**src/rtl/lsnn_step_scheduler_if.sv**
```systemverilog
// Host-side bundle of the LSNN step scheduler: current writes, step control,
// spike/step reporting and debug read-back.
interface lsnn_step_scheduler_if #(
    parameter int N    = 4,
    parameter int IDXW = $clog2(N)
);
    logic            in_valid;
    logic            in_ready;
    logic [IDXW-1:0] in_idx;
    logic [7:0]      in_current;
    logic            step_start;
    logic            busy;
    logic            step_done;
    logic [N-1:0]    spike_out;
    logic [15:0]     step_count;
    logic [IDXW-1:0] dbg_idx;
    logic [7:0]      dbg_state;
    logic [7:0]      dbg_threshold;

    modport master (
        output in_valid, in_idx, in_current, step_start, dbg_idx,
        input  in_ready, busy, step_done, spike_out, step_count, dbg_state, dbg_threshold
    );

    modport slave (
        input  in_valid, in_idx, in_current, step_start, dbg_idx,
        output in_ready, busy, step_done, spike_out, step_count, dbg_state, dbg_threshold
    );
endinterface

```
**src/rtl/lsnn_step_scheduler.sv**
```systemverilog
// Sequencer sharing one adaptive-threshold neuron update across N virtual
// neurons: buffers host currents, sweeps all neurons per step, reports spikes.
//
//   state  | meaning
//   S_IDLE | accepting current writes; step_start launches a sweep
//   S_PROC | updating neuron idx_q, one neuron per cycle
//   S_DONE | one-cycle step_done pulse, spike_out/step_count just updated
module lsnn_step_scheduler #(
    parameter int N     = 4,
    parameter int ALPHA = 8,
    parameter int B0J   = 8
) (
    input  logic                clk,
    input  logic                rst_n,
    lsnn_step_scheduler_if.slave bus
);
    localparam int IDXW = $clog2(N);

    typedef enum logic [1:0] {S_IDLE, S_PROC, S_DONE} fsm_t;

    fsm_t            fsm_q, fsm_d;
    logic [IDXW-1:0] idx_q;
    logic [7:0]      state_q [N];
    logic [7:0]      adapt_q [N];
    logic [7:0]      cur_q   [N];
    logic [N-1:0]    spike_next_q;
    logic [N-1:0]    spike_q;
    logic [15:0]     count_q;

    logic            wr_en;
    logic            last;
    logic [7:0]      sel_state, sel_adapt, sel_cur;
    logic [7:0]      thr;
    logic            spk;
    logic [7:0]      new_state, new_adapt;
    logic [N-1:0]    spike_vec;

    function automatic logic [7:0] sat8(input logic [8:0] v);
        return v[8] ? 8'hFF : v[7:0];
    endfunction

    // ---------------- FSM ----------------
    always_ff @(posedge clk) begin
        if (rst_n) fsm_q <= S_IDLE;
        else       fsm_q <= fsm_d;
    end

    assign last = (idx_q == IDXW'(N - 1));

    always_comb begin
        fsm_d = fsm_q;
        unique case (fsm_q)
            S_IDLE: if (bus.step_start) fsm_d = S_PROC;
            S_PROC: if (last) fsm_d = S_DONE;
            S_DONE: fsm_d = S_IDLE;
            default: fsm_d = S_IDLE;
        endcase
    end

    assign bus.in_ready  = (fsm_q == S_IDLE);
    assign bus.busy      = (fsm_q != S_IDLE);
    assign bus.step_done = (fsm_q == S_DONE);
    assign wr_en         = bus.in_valid && bus.in_ready;

    // ---------------- neuron datapath ----------------
    assign sel_state = state_q[idx_q];
    assign sel_adapt = adapt_q[idx_q];
    assign sel_cur   = cur_q[idx_q];
    assign thr       = sat8(9'(sel_adapt) + 9'(B0J));
    assign spk       = (sel_state >= thr);
    assign new_state = sat8(9'(sel_cur) + 9'(sel_state >> 1));
    // Decay branch tops out at 127+63, so it never needs clamping.
    assign new_adapt = spk ? sat8(9'(sel_adapt) + 9'(sel_adapt >> 2))
                           : (sel_adapt >> 1) + (sel_adapt >> 2);

    always_comb begin
        spike_vec        = spike_next_q;
        spike_vec[idx_q] = spk;
    end

    // ---------------- contexts ----------------
    always_ff @(posedge clk) begin
        for (int i = 0; i < N; i++) begin
            if (rst_n) begin
                state_q[i] <= 8'd0;
                adapt_q[i] <= 8'(ALPHA);
                cur_q[i]   <= 8'd0;
            end else if (wr_en && bus.in_idx == IDXW'(i)) begin
                cur_q[i] <= sat8(9'(cur_q[i]) + 9'(bus.in_current));
            end else if (fsm_q == S_PROC && idx_q == IDXW'(i)) begin
                state_q[i] <= new_state;
                adapt_q[i] <= new_adapt;
                cur_q[i]   <= 8'd0;
            end
        end
    end

    // ---------------- sweep index and step results ----------------
    always_ff @(posedge clk) begin
        if (rst_n) begin
            idx_q        <= '0;
            spike_next_q <= '0;
            spike_q      <= '0;
            count_q      <= 16'd0;
        end else begin
            if (fsm_q == S_IDLE && bus.step_start) idx_q <= '0;
            if (fsm_q == S_PROC) begin
                idx_q        <= idx_q + 1'b1;
                spike_next_q <= spike_vec;
                if (last) begin
                    spike_q <= spike_vec;
                    count_q <= count_q + 16'd1;
                end
            end
        end
    end

    assign bus.spike_out     = spike_q;
    assign bus.step_count    = count_q;
    assign bus.dbg_state     = state_q[bus.dbg_idx];
    assign bus.dbg_threshold = sat8(9'(adapt_q[bus.dbg_idx]) + 9'(B0J));
endmodule

```
**src/flat_wrapper.sv**
```systemverilog
// flat-port wrapper written by rule: the top's interface ports become plain ports
module lsnn_step_scheduler_flat 
#(
    parameter int N     = 4,
    parameter int ALPHA = 8,
    parameter int B0J   = 8
)
  (clk, rst_n, bus_in_valid, bus_in_idx, bus_in_current, bus_step_start, bus_dbg_idx, bus_in_ready, bus_busy, bus_step_done, bus_spike_out, bus_step_count, bus_dbg_state, bus_dbg_threshold);
  lsnn_step_scheduler_if #(.N(N)) bus_i ();
  input  logic clk;
  input  logic rst_n;
  input wire logic [$bits(bus_i.in_valid)-1:0] bus_in_valid;
  input wire logic [$bits(bus_i.in_idx)-1:0] bus_in_idx;
  input wire logic [$bits(bus_i.in_current)-1:0] bus_in_current;
  input wire logic [$bits(bus_i.step_start)-1:0] bus_step_start;
  input wire logic [$bits(bus_i.dbg_idx)-1:0] bus_dbg_idx;
  output wire logic [$bits(bus_i.in_ready)-1:0] bus_in_ready;
  output wire logic [$bits(bus_i.busy)-1:0] bus_busy;
  output wire logic [$bits(bus_i.step_done)-1:0] bus_step_done;
  output wire logic [$bits(bus_i.spike_out)-1:0] bus_spike_out;
  output wire logic [$bits(bus_i.step_count)-1:0] bus_step_count;
  output wire logic [$bits(bus_i.dbg_state)-1:0] bus_dbg_state;
  output wire logic [$bits(bus_i.dbg_threshold)-1:0] bus_dbg_threshold;
  assign bus_i.in_valid = bus_in_valid;
  assign bus_i.in_idx = bus_in_idx;
  assign bus_i.in_current = bus_in_current;
  assign bus_i.step_start = bus_step_start;
  assign bus_i.dbg_idx = bus_dbg_idx;
  assign bus_in_ready = bus_i.in_ready;
  assign bus_busy = bus_i.busy;
  assign bus_step_done = bus_i.step_done;
  assign bus_spike_out = bus_i.spike_out;
  assign bus_step_count = bus_i.step_count;
  assign bus_dbg_state = bus_i.dbg_state;
  assign bus_dbg_threshold = bus_i.dbg_threshold;
  lsnn_step_scheduler #(.N(N), .ALPHA(ALPHA), .B0J(B0J)) u_core (.clk(clk), .rst_n(rst_n), .bus(bus_i));
endmodule
```
**config.mk**
```make
export PLATFORM = sky130hd
export DESIGN_NAME = lsnn_step_scheduler_flat
export DESIGN_NICKNAME = d
export VERILOG_FILES = /design/src/rtl/lsnn_step_scheduler_if.sv /design/src/rtl/lsnn_step_scheduler.sv /design/src/flat_wrapper.sv
export SDC_FILE = /design/constraint.sdc
export NUM_CORES = 1
export LEC_CHECK = 0
export ABC_CLOCK_PERIOD_IN_PS = 3700
export CORE_MARGIN = 1.5
export CORE_UTILIZATION = 35
export CTS_CLUSTER_DIAMETER = 40
export DETAILED_ROUTE_END_ITERATION = 16
export PLACE_DENSITY = 0.51
export SLEW_MARGIN = 20
export SYNTH_ARGS = -nofsm -noshare
export SYNTH_HDL_FRONTEND = slang
export SYNTH_SLANG_ARGS = --single-unit
```
**constraint.sdc**
```tcl
create_clock -name clk -period 3.7 [get_ports clk]
set_input_delay 0.555 -clock clk [delete_from_list [all_inputs] [get_ports clk]]
set_output_delay 0.555 -clock clk [all_outputs]
set_load 0.02 [all_outputs]
```
==> flow_summary.json, run 1 <==
{
  "area_growth_pct": 20.5,
  "syn_nets": 840,
  "h-tree-depth": 4,
  "p_leak_nw": 3.82,
  "row_count": 55,
  "cp_num_buf_inv": 2,
  "grt_pass1_wl_um": 34000,
  "die_h_um": 156,
  "nFillCells": 2186,
  "async_flop_share": 0,
  "core_um2": 22800,
  "finalWirelength_um": 21300,
  "ys_types": 55,
  "vdd_drop_max_mv": 0.294,
  "path_clk_slew_ns": 0.06,
  "crit_arrival_ns": 3.64,
  "final_cell_mix": "nor2_1 (103), edfxtp_1 (96), ha_1 (67)",
  "ys_warn_count": 0,
  "fin_nets": 920,
  "ios": 55,
  "drive_above_1_share": 0.140,
  "synth_cells": 750,
  "multi_input_area_um2": 4510,
  "numCtsBuffers": 17,
  "post-route-min-period_ns": 3.50,
  "synth_simple_gate_area_frac": 0.138,
  "vias": 6199,
  "synth_top_family_by_area": "simple AND/OR/NAND/NOR gates",
  "power.density_nw_per_um2": 458,
  "gp_congestion": 0.873,
  "status": "finished clean",
  "cp_cell_sequence": "mux4_1 > buf_4 > ha_1 > nand2_1 > xnor2_1 > nor2_1 > ha_1 > nand2_1 > nor3_1 > a21oi_1 > buf_6 > or3_1 > o211ai_1 > nor2_1",
  "wl_per_cell_um": 18.4,
  "rsz0062_at_grt": "no",
  "crit_path_max_fanout": 14,
  "synth_compound_area_frac": 0.135,
  "cts_tree": "done",
  "cts.sinks": 125,
  "cts_root_buf": "clkbuf_16",
  "fin_skew_ns": 0.0125,
  "num_antenna_cells": 0,
  "synth-main-ff-cell": "edfxtp_1",
  "drt_iter0_drc": 450,
  "synthAdderAreaFrac": 0.119,
  "crit_path_end_kind": "flop",
  "hpwl_um": 16000,
  "insertion_delay_ns": 0.42,
  "grt_max_degree": 23,
  "fmax_ghz": 0.286,
  "muxShareOfSynthArea": 0.112,
  "drv_cap": 0,
  "ys_seq_area_frac": 0.421,
  "finalCritPeriodShare": 0.946,
  "finalSetupViolCount": 0,
  "port_buffers": 54,
  "grt_pass1_vias": 6348,
  "die-area_um2": 24400,
  "regArea_um2": 3470,
  "maxSlewHeadroom": 0.335,
  "cpPeakStageDelay_ns": 0.59,
  "grt.overflow.total": 0,
  "fin_util": 0.433,
  "drcViolationCount": 0,
  "hold_class": "reg -> reg",
  "antenna_found_initial": 0,
  "crit_family": "simple AND/OR/NAND/NOR gates",
  "crit_required_ns": 3.84,
  "groute.usage.overall": 0.183,
  "avgSynthCellArea_um2": 11.0,
  "synth-edff-count": 96,
  "drtAntennaViolNets": 0,
  "drv_slew": 0,
  "initial_core_util": 0.360,
  "ys_ff_latch": 125,
  "drt_pre_antenna_iters": 5,
  "vias_per_cell": 5.36,
  "cp-start-kind": "flop",
  "syn-cell-area_um2": 8220,
  "worst_pin_slew_ns": 0.990,
  "slowest_stage": "mux4_1",
  "finalHoldViolCount": 0,
  "cts-hold-fix-buffers": 0,
  "synth-xor-area-share": 0.0437,
  "final_common_cell": "nor2_1",
  "die_w_um": 156,
  "r2r_slack_ns": 0.20,
  "cts_buffer_depth": 2,
  "crit_type": "reg -> reg",
  "fin_setup_tns_ns": 0
}
[state kept, by name (all words and copies together), names as in the netlist, named ones only]
signal                 cells
u_core.state_q            32
u_core.idx_q               2
u_core.fsm_q               2
u_core.bus.step_count     16
u_core.cur_q              32
u_core.adapt_q            32
u_core.spike_next_q        3
u_core.bus.spike_out       4
[final cells by class]
type | count | area share
multi-input cells | 561 | 0.455
clock buffers | 21 | 0.0508
repair buffers | 86 | 0.0795
flip-flops and latches | 125 | 0.350
inverters | 39 | 0.0148
well taps | 313 | 0.0395
clock inverters | 11 | 0.00985
[path summary, 6_finish.rpt]
check	start	endpoint	depth (start not counted)
setup / recovery	flop	u_core.adapt_q[1][6]$_SDFFCE_PN0P_	14
hold / removal	u_core.bus.step_count[9]$_SDFFE_PP0P_	u_core.bus.step_count[9]$_SDFFE_PP0P_	2
setup reg to reg	flop	u_core.adapt_q[1][6]$_SDFFCE_PN0P_	14
hold reg to reg	u_core.bus.step_count[9]$_SDFFE_PP0P_	u_core.bus.step_count[9]$_SDFFE_PP0P_	2
[cells by family after synthesis]
| logic type | count (synthesis) |
|---|---|
| compound gates | 165 |
| xor+xnor | 41 |
| fa+ha+maj | 74 |
| buf+inv | 64 |
| flops | 125 |
| mux | 41 |
| simple gates | 240 |
[Yosys cell counts, drive strengths merged (2+ instances only)]
| master | n | area share |
|---|---|---|
| a211o | 2 | 0.0021 |
| a21boi | 4 | 0.0037 |
| nor2 | 103 | 0.047 |
| o21a | 6 | 0.0055 |
| dfxtp | 29 | 0.071 |
| nand2 | 43 | 0.020 |
| mux4 | 40 | 0.11 |
| a21oi | 51 | 0.031 |
| o31a | 21 | 0.022 |
| ha | 67 | 0.10 |
| buf | 11 | 0.0067 |
| o31ai | 4 | 0.0037 |
| nor3 | 19 | 0.012 |
| o21bai | 6 | 0.0055 |
| a41oi | 3 | 0.0032 |
| nand2b | 10 | 0.0076 |
| edfxtp | 96 | 0.35 |
| fa | 7 | 0.017 |
| o21ai | 20 | 0.012 |
| xor2 | 19 | 0.020 |
| nand4 | 3 | 0.0023 |
| and2 | 9 | 0.0069 |
| a31oi | 5 | 0.0038 |
| and4 | 3 | 0.0032 |
| or2 | 10 | 0.0076 |
| or4b | 3 | 0.0037 |
| nand3b | 2 | 0.0018 |
| a211oi | 14 | 0.013 |
| xnor2 | 22 | 0.023 |
| a21o | 13 | 0.012 |
| clkbuf | 14 | 0.0064 |
| inv | 39 | 0.018 |
| a311oi | 3 | 0.0032 |
| and3 | 10 | 0.0076 |
| nor4b | 2 | 0.0021 |
| nor2b | 11 | 0.0084 |
| nand3 | 6 | 0.0037 |
| or3 | 4 | 0.0030 |
| a221oi | 3 | 0.0032 |
[worst reg2reg max path, cell delays in order, from the launching register on]
cell and delay [ns]:
dfxtp_4 0.40, mux4_1 0.60, buf_4 0.18, ha_1 0.20, nand2_1 0.08, xnor2_1 0.12
nor2_1 0.06, ha_1 0.29, nand2_1 0.07, nor3_1 0.30, a21oi_1 0.14, buf_6 0.17
or3_1 0.35, o211ai_1 0.20, nor2_1 0.08
[where the power goes]
part           switching, mW  internal, mW  total, mW
combinational          0.706         0.522       1.23
sequential            0.0458          1.59       1.64
clock                  0.631          1.04       1.67
[per-stage QoR]
stage / total power [mW] / cells / cell area [um^2] / setup WS (ns) / hold slack, ns
after floorplan: 2.50 / 750 / 8220 / 0.0338 / 0.493
after global placement: 2.85 / 1124 / 9280 / -0.00350 / 0.480
after detailed placement: 2.87 / 1124 / 9280 / -0.00797 / 0.487
after CTS: 4.56 / 1156 / 9880 / 0.0480 / 0.507
after global routing: 4.79 / 1156 / 9900 / 0.0144 / 0.525
final: 4.54 / 1156 / 9900 / 0.201 / 0.505
[timing repair]
item,in CTS,in global routing
gates resized for setup,1,8
setup buffers,0,0
cloned,0,0
pin swaps,0,1
endpoints found under the setup margin,1,47
[routing by layer]
layer	wire, um	up-vias	global-route usage
li1	-	2976	-
met1	9900	3075	0.246
met2	10200	134	0.301
met3	880	14	0.0352
met4	297	0	0.0517
met5	0	-	0
(Power assumes the default switching activity.)
==> run 2: changes to the inputs <==
--- a/config.mk
+++ b/config.mk
@@ -7,11 +7,12 @@
 export LEC_CHECK = 0
 export ABC_CLOCK_PERIOD_IN_PS = 3700
 export CORE_MARGIN = 1.5
-export CORE_UTILIZATION = 35
+export CORE_UTILIZATION = 30
 export CTS_CLUSTER_DIAMETER = 40
 export DETAILED_ROUTE_END_ITERATION = 16
-export PLACE_DENSITY = 0.51
+export PLACE_DENSITY = 0.45
 export SLEW_MARGIN = 20
 export SYNTH_ARGS = -nofsm -noshare
 export SYNTH_HDL_FRONTEND = slang
 export SYNTH_SLANG_ARGS = --single-unit
+export TNS_END_PERCENT = 100
==> run 2 against run 1 <==
Register-to-register slack improved by 0.02 ns. Via count fell by 3.2%. Sequential cell count did not move. Maximum frequency rose by 0.65%. Combinational power barely moved. Total power rose by 3.2%. Global-route usage fell by 2.3 points.
==> flow_summary.json, run 2 (synthesis results as in run 1) <==
{
  "status": "finished clean",
  "fin_util": 0.370,
  "die-area_um2": 28400,
  "finalWirelength_um": 21500,
  "die_w_um": 169,
  "cts_buffer_depth": 2,
  "cpPeakStageDelay_ns": 0.64,
  "r2r_slack_ns": 0.22,
  "drv_slew": 0,
  "reg2reg_depth": 12,
  "p_leak_nw": 3.82,
  "fin_nets": 919,
  "grt_pass1_wl_um": 34500,
  "h-tree-depth": 4,
  "cts_tree": "done",
  "drcViolationCount": 0,
  "antenna_found_initial": 0,
  "slowest_stage": "mux4_1",
  "r2r-end": "u_core.adapt_q[0][7]$_SDFFCE_PN0P_",
  "core_um2": 27000,
  "power.density_nw_per_um2": 469,
  "numCtsBuffers": 17,
  "fin_setup_tns_ns": 0,
  "met3_usage": 0.0285,
  "finalSetupViolCount": 0,
  "dp_worst_setup_slack_ns": -0.0103,
  "hpwl_um": 16000,
  "placed_cells": 1151,
  "crit_required_ns": 3.86,
  "vias": 6001,
  "groute.usage.overall": 0.159,
  "cp-start-kind": "flop",
  "gp_congestion": 0.812,
  "busiest_layer": "met2",
  "fmax_ghz": 0.288,
  "crit_path_end_kind": "flop",
  "crit_path_max_fanout": 10,
  "drtAntennaViolNets": 0,
  "cts-hold-fix-buffers": 0,
  "drive_above_1_share": 0.140,
  "fin_skew_ns": 0.0137,
  "port_buffers": 54,
  "cts.repair.resized": 3,
  "crit_arrival_ns": 3.64,
  "min_to": "u_core.bus.spike_out[3]$_SDFFE_PP0P_",
  "vdd_drop_max_mv": 0.278,
  "met2_usage": 0.255,
  "final_common_cell": "nor2_1",
  "cp_cell_sequence": "mux4_1 > ha_1 > and3_1 > buf_4 > nor2_1 > ha_1 > a211oi_1 > o21ai_1 > a21o_2 > a211oi_1 > a41o_1 > nor2_1",
  "area_growth_pct": 21.4,
  "drt_iter0_drc": 284,
  "drt_pre_antenna_iters": 5,
  "hold_class": "reg -> reg",
  "vias_per_cell": 5.07,
  "worst_slack_ns": 0.224,
  "grt_pass1_vias": 6024,
  "insertion_delay_ns": 0.42,
  "cts_root_buf": "clkbuf_16",
  "rsz0062_at_grt": "no",
  "finalCritPeriodShare": 0.940,
  "final_cell_mix": "nor2_1 (103), edfxtp_1 (96), ha_1 (67)",
  "worst_pin_slew_ns": 0.999,
  "initial_core_util": 0.305,
  "maxSlewHeadroom": 0.329,
  "post-route-min-period_ns": 3.48,
  "post_cts_buffers": 0,
  "cts.sinks": 125,
  "num_antenna_cells": 0,
  "crit_family": "compound AO/OA/AOI/OAI gates",
  "ios": 55,
  "fin_cells": 1183,
  "row_count": 60,
  "wl_per_cell_um": 18.2,
  "grt_max_degree": 22,
  "drv_cap": 0,
  "finalHoldViolCount": 0,
  "grt.overflow.total": 0,
  "crit_type": "reg -> reg",
  "die_h_um": 169,
  "path_clk_slew_ns": 0.06,
  "use_met1": 0.224,
  "holdPathStages": 1,
  "cp_num_buf_inv": 1,
  "hold_start": "u_core.bus.spike_out[3]$_SDFFE_PP0P_",
  "top_regs": "u_core.adapt_q (32), u_core.cur_q (32), u_core.state_q (32)"
}
[run 2: changes by cell type in the layout (fill, tap and decap cells not counted), moves of 2 or more]
cell       delta
clkinv_1      -2
clkbuf_16     +3
clkbuf_1      +2
clkbuf_8      -2
inv_4         -3
[run 2: worst max path at each step]
stage,from,endpoint,slack [ns],depth (start not counted)
4_1_cts,flop,u_core.adapt_q[3][6]$_SDFFCE_PN0P_,0.03,12
5_1_grt,flop,u_core.adapt_q[1][6]$_SDFFCE_PN0P_,0.01,13
6_report,flop,u_core.adapt_q[0][7]$_SDFFCE_PN0P_,0.22,12
3_5_place_dp,bus_dbg_idx[0],bus_dbg_threshold[1],-0.01,7
3_3_place_gp,bus_dbg_idx[0],bus_dbg_threshold[1],0.03,7
2_1_floorplan,flop,u_core.adapt_q[0][6]$_SDFFCE_PN0P_,0.03,15
[run 2: where the power goes]
group / leakage, nW / switching (mW) / internal, mW
sequential: 1.23 / 0.0465 / 1.59
clock: 0.317 / 0.677 / 1.14
combinational: 2.27 / 0.707 / 0.527
total: 3.82 / 1.43 / 3.25
[run 2: cell type report]
| class | instances | area [um^2] |
|---|---|---|
| fillers | 2624 | 17000 |
| multi-input cells | 561 | 4510 |
| flip-flops and latches | 125 | 3470 |
| repair buffers | 85 | 785 |
| clock buffers | 24 | 558 |
| well taps | 341 | 427 |
| inverters | 39 | 146 |
| clock inverters | 8 | 85.1 |
[run 2: through the flow]
stage	cell area, um^2	hold slack [ns]	total power, mW
floorplan	8220	0.493	2.50
global placement	9320	0.463	2.90
detailed placement	9320	0.456	2.89
CTS	9970	0.484	4.73
global route	9980	0.496	4.93
finish	9980	0.476	4.68
[run 2: routing by layer]
layer | up-vias | routed length, um
li1 | 2972 | -
met1 | 2925 | 10800
met2 | 89 | 9900
met3 | 15 | 590
met4 | 0 | 221
met5 | - | 0
==> run 3: changes to the inputs <==
--- a/config.mk
+++ b/config.mk
@@ -11,6 +11,7 @@
 export CTS_CLUSTER_DIAMETER = 40
 export DETAILED_ROUTE_END_ITERATION = 16
 export PLACE_DENSITY = 0.45
+export SETUP_SLACK_MARGIN = 0.4
 export SLEW_MARGIN = 20
 export SYNTH_ARGS = -nofsm -noshare
 export SYNTH_HDL_FRONTEND = slang
==> run 3 against run 2 <==
Wire length up 2.5%. Via count up 3.6%. Sequential share of layout area down 1.0 points. Critical path depth unchanged. Die area unchanged. First-iteration DRC count up 19%. Global-route usage up 0.12 points. Clock power down 6%. Clock skew down 0.0024 ns. Critical endpoint is now u_core.adapt_q[2][6]$_SDFFCE_PN0P_. Largest power group unchanged.
==> flow_summary.json, run 3 (synthesis results as in run 1) <==
{
  "die_h_um": 169,
  "hold_class": "reg -> reg",
  "antenna_found_initial": 0,
  "multi_input_area_um2": 4720,
  "cts.sinks": 125,
  "cts_tree": "done",
  "numCtsBuffers": 17,
  "fin_skew_ns": 0.0113,
  "groute.usage.overall": 0.161,
  "cts_root_buf": "clkbuf_16",
  "drtAntennaViolNets": 0,
  "path_clk_slew_ns": 0.06,
  "num_antenna_cells": 0,
  "port_buffers": 54,
  "finalWirelength_um": 22000,
  "crit_required_ns": 3.84,
  "cp-start-kind": "flop",
  "finalCritPeriodShare": 0.881,
  "final_cell_mix": "nor2_1 (97), edfxtp_1 (96), ha_1 (62)",
  "fmax_ghz": 0.307,
  "fin_setup_tns_ns": 0,
  "initial_core_util": 0.305,
  "p_leak_nw": 3.90,
  "grt.overflow.total": 0,
  "h-tree-depth": 4,
  "ios": 55,
  "crit_type": "reg -> reg",
  "regArea_um2": 3470,
  "row_count": 60,
  "hpwl_um": 16300,
  "vdd_drop_max_mv": 0.309,
  "drive_above_1_share": 0.193,
  "gp_congestion": 0.825,
  "post-route-min-period_ns": 3.26,
  "final_common_cell": "nor2_1",
  "grt_pass1_vias": 6502,
  "maxSlewHeadroom": 0.343,
  "nFillCells": 2562,
  "insertion_delay_ns": 0.43,
  "status": "finished clean",
  "drt_iter0_drc": 338,
  "grt_pass1_wl_um": 35000,
  "worst_pin_slew_ns": 0.978,
  "finalHoldViolCount": 0,
  "drt_pre_antenna_iters": 5,
  "cts-hold-fix-buffers": 0,
  "top_regs": "u_core.adapt_q (32), u_core.cur_q (32), u_core.state_q (32)",
  "power.density_nw_per_um2": 465,
  "fin_nets": 931,
  "finalSetupViolCount": 0,
  "wl_per_cell_um": 18.4,
  "crit_path_end_kind": "flop",
  "vias_per_cell": 5.20,
  "drv_cap": 0,
  "area_growth_pct": 25.1,
  "cts_buffer_depth": 2,
  "core_um2": 27000,
  "vias": 6216,
  "grt_max_degree": 24,
  "die-area_um2": 28400,
  "drcViolationCount": 0,
  "drv_slew": 0,
  "crit_arrival_ns": 3.40,
  "crit_path_max_fanout": 7,
  "die_w_um": 169,
  "rsz0062_at_grt": "yes",
  "p_total_mw": 4.78
}
## run 3: cell count changes in the layout (fill, tap and decap cells not counted), sizes merged
cell | before | now
buf | 31 | 43
clkbuf | 24 | 20
inv | 42 | 46
clkdlybuf4s15 | 0 | 1
clkdlybuf4s50 | 53 | 52
## run 3: per-layer routing
layer,vias up,GRT usage,part of all wire
li1,2992,-,-
met1,3066,0.202,0.45
met2,129,0.278,0.49
met3,29,0.0299,0.039
met4,0,0.0520,0.018
met5,-,0,0
## run 3: through the flow
stage,hold WS [ns],std cells,instance area (um^2),setup slack [ns],utilization
2_1_floorplan,0.493,750,8280,0.400,-
3_3_place_gp,0.492,1143,9290,0.138,0.345
3_5_place_dp,0.484,1143,9290,0.0402,0.345
4_1_cts,0.509,1181,10000,0.395,0.371
5_1_grt,0.531,1195,10300,0.287,0.381
6_report,0.498,1195,10300,0.440,0.381
## run 3: worst max-delay path, stage by stage (launching register included)
cell and delay (ns):
dfxtp_4 0.42, mux4_2 0.63, ha_4 0.21, and3_4 0.18
or2_4 0.26, ha_4 0.28, nor2b_4 0.04, o21ai_4 0.19
a21oi_4 0.10, or3_1 0.37, o211ai_1 0.09, buf_4 0.15
nor2_1 0.04
## run 3: final cells by class
class,count,share of cell area
inverters,39,0.0145
multi-input cells,561,0.459
well taps,341,0.0415
repair buffers,97,0.0886
clock buffers,20,0.0466
clock inverters,12,0.0118
flip-flops and latches,125,0.337
## run 3: worst paths after layout
check	from	end	slack (ns)	depth (start not counted)
worst max register to register	flop	u_core.adapt_q[2][6]$_SDFFCE_PN0P_	0.44	12
worst max-delay path	flop	u_core.adapt_q[2][6]$_SDFFCE_PN0P_	0.44	12
worst min register to register	u_core.bus.spike_out[1]$_SDFFE_PP0P_	u_core.bus.spike_out[1]$_SDFFE_PP0P_	0.50	2
worst min-delay path	u_core.bus.spike_out[1]$_SDFFE_PP0P_	u_core.bus.spike_out[1]$_SDFFE_PP0P_	0.50	2
## run 3: power breakdown
group | switching, mW | leakage [nW] | internal (mW)
logic | 0.784 | 2.37 | 0.659
clock network | 0.680 | 0.298 | 1.02
registers | 0.0448 | 1.23 | 1.59
## run 3: repair_timing
| action | in CTS | in global routing |
|---|---|---|
| pin swaps | 7 | 17 |
| resized for setup | 24 | 36 |
| endpoints found under the setup margin | 68 | 58 |
| buffers inserted | 6 | 14 |
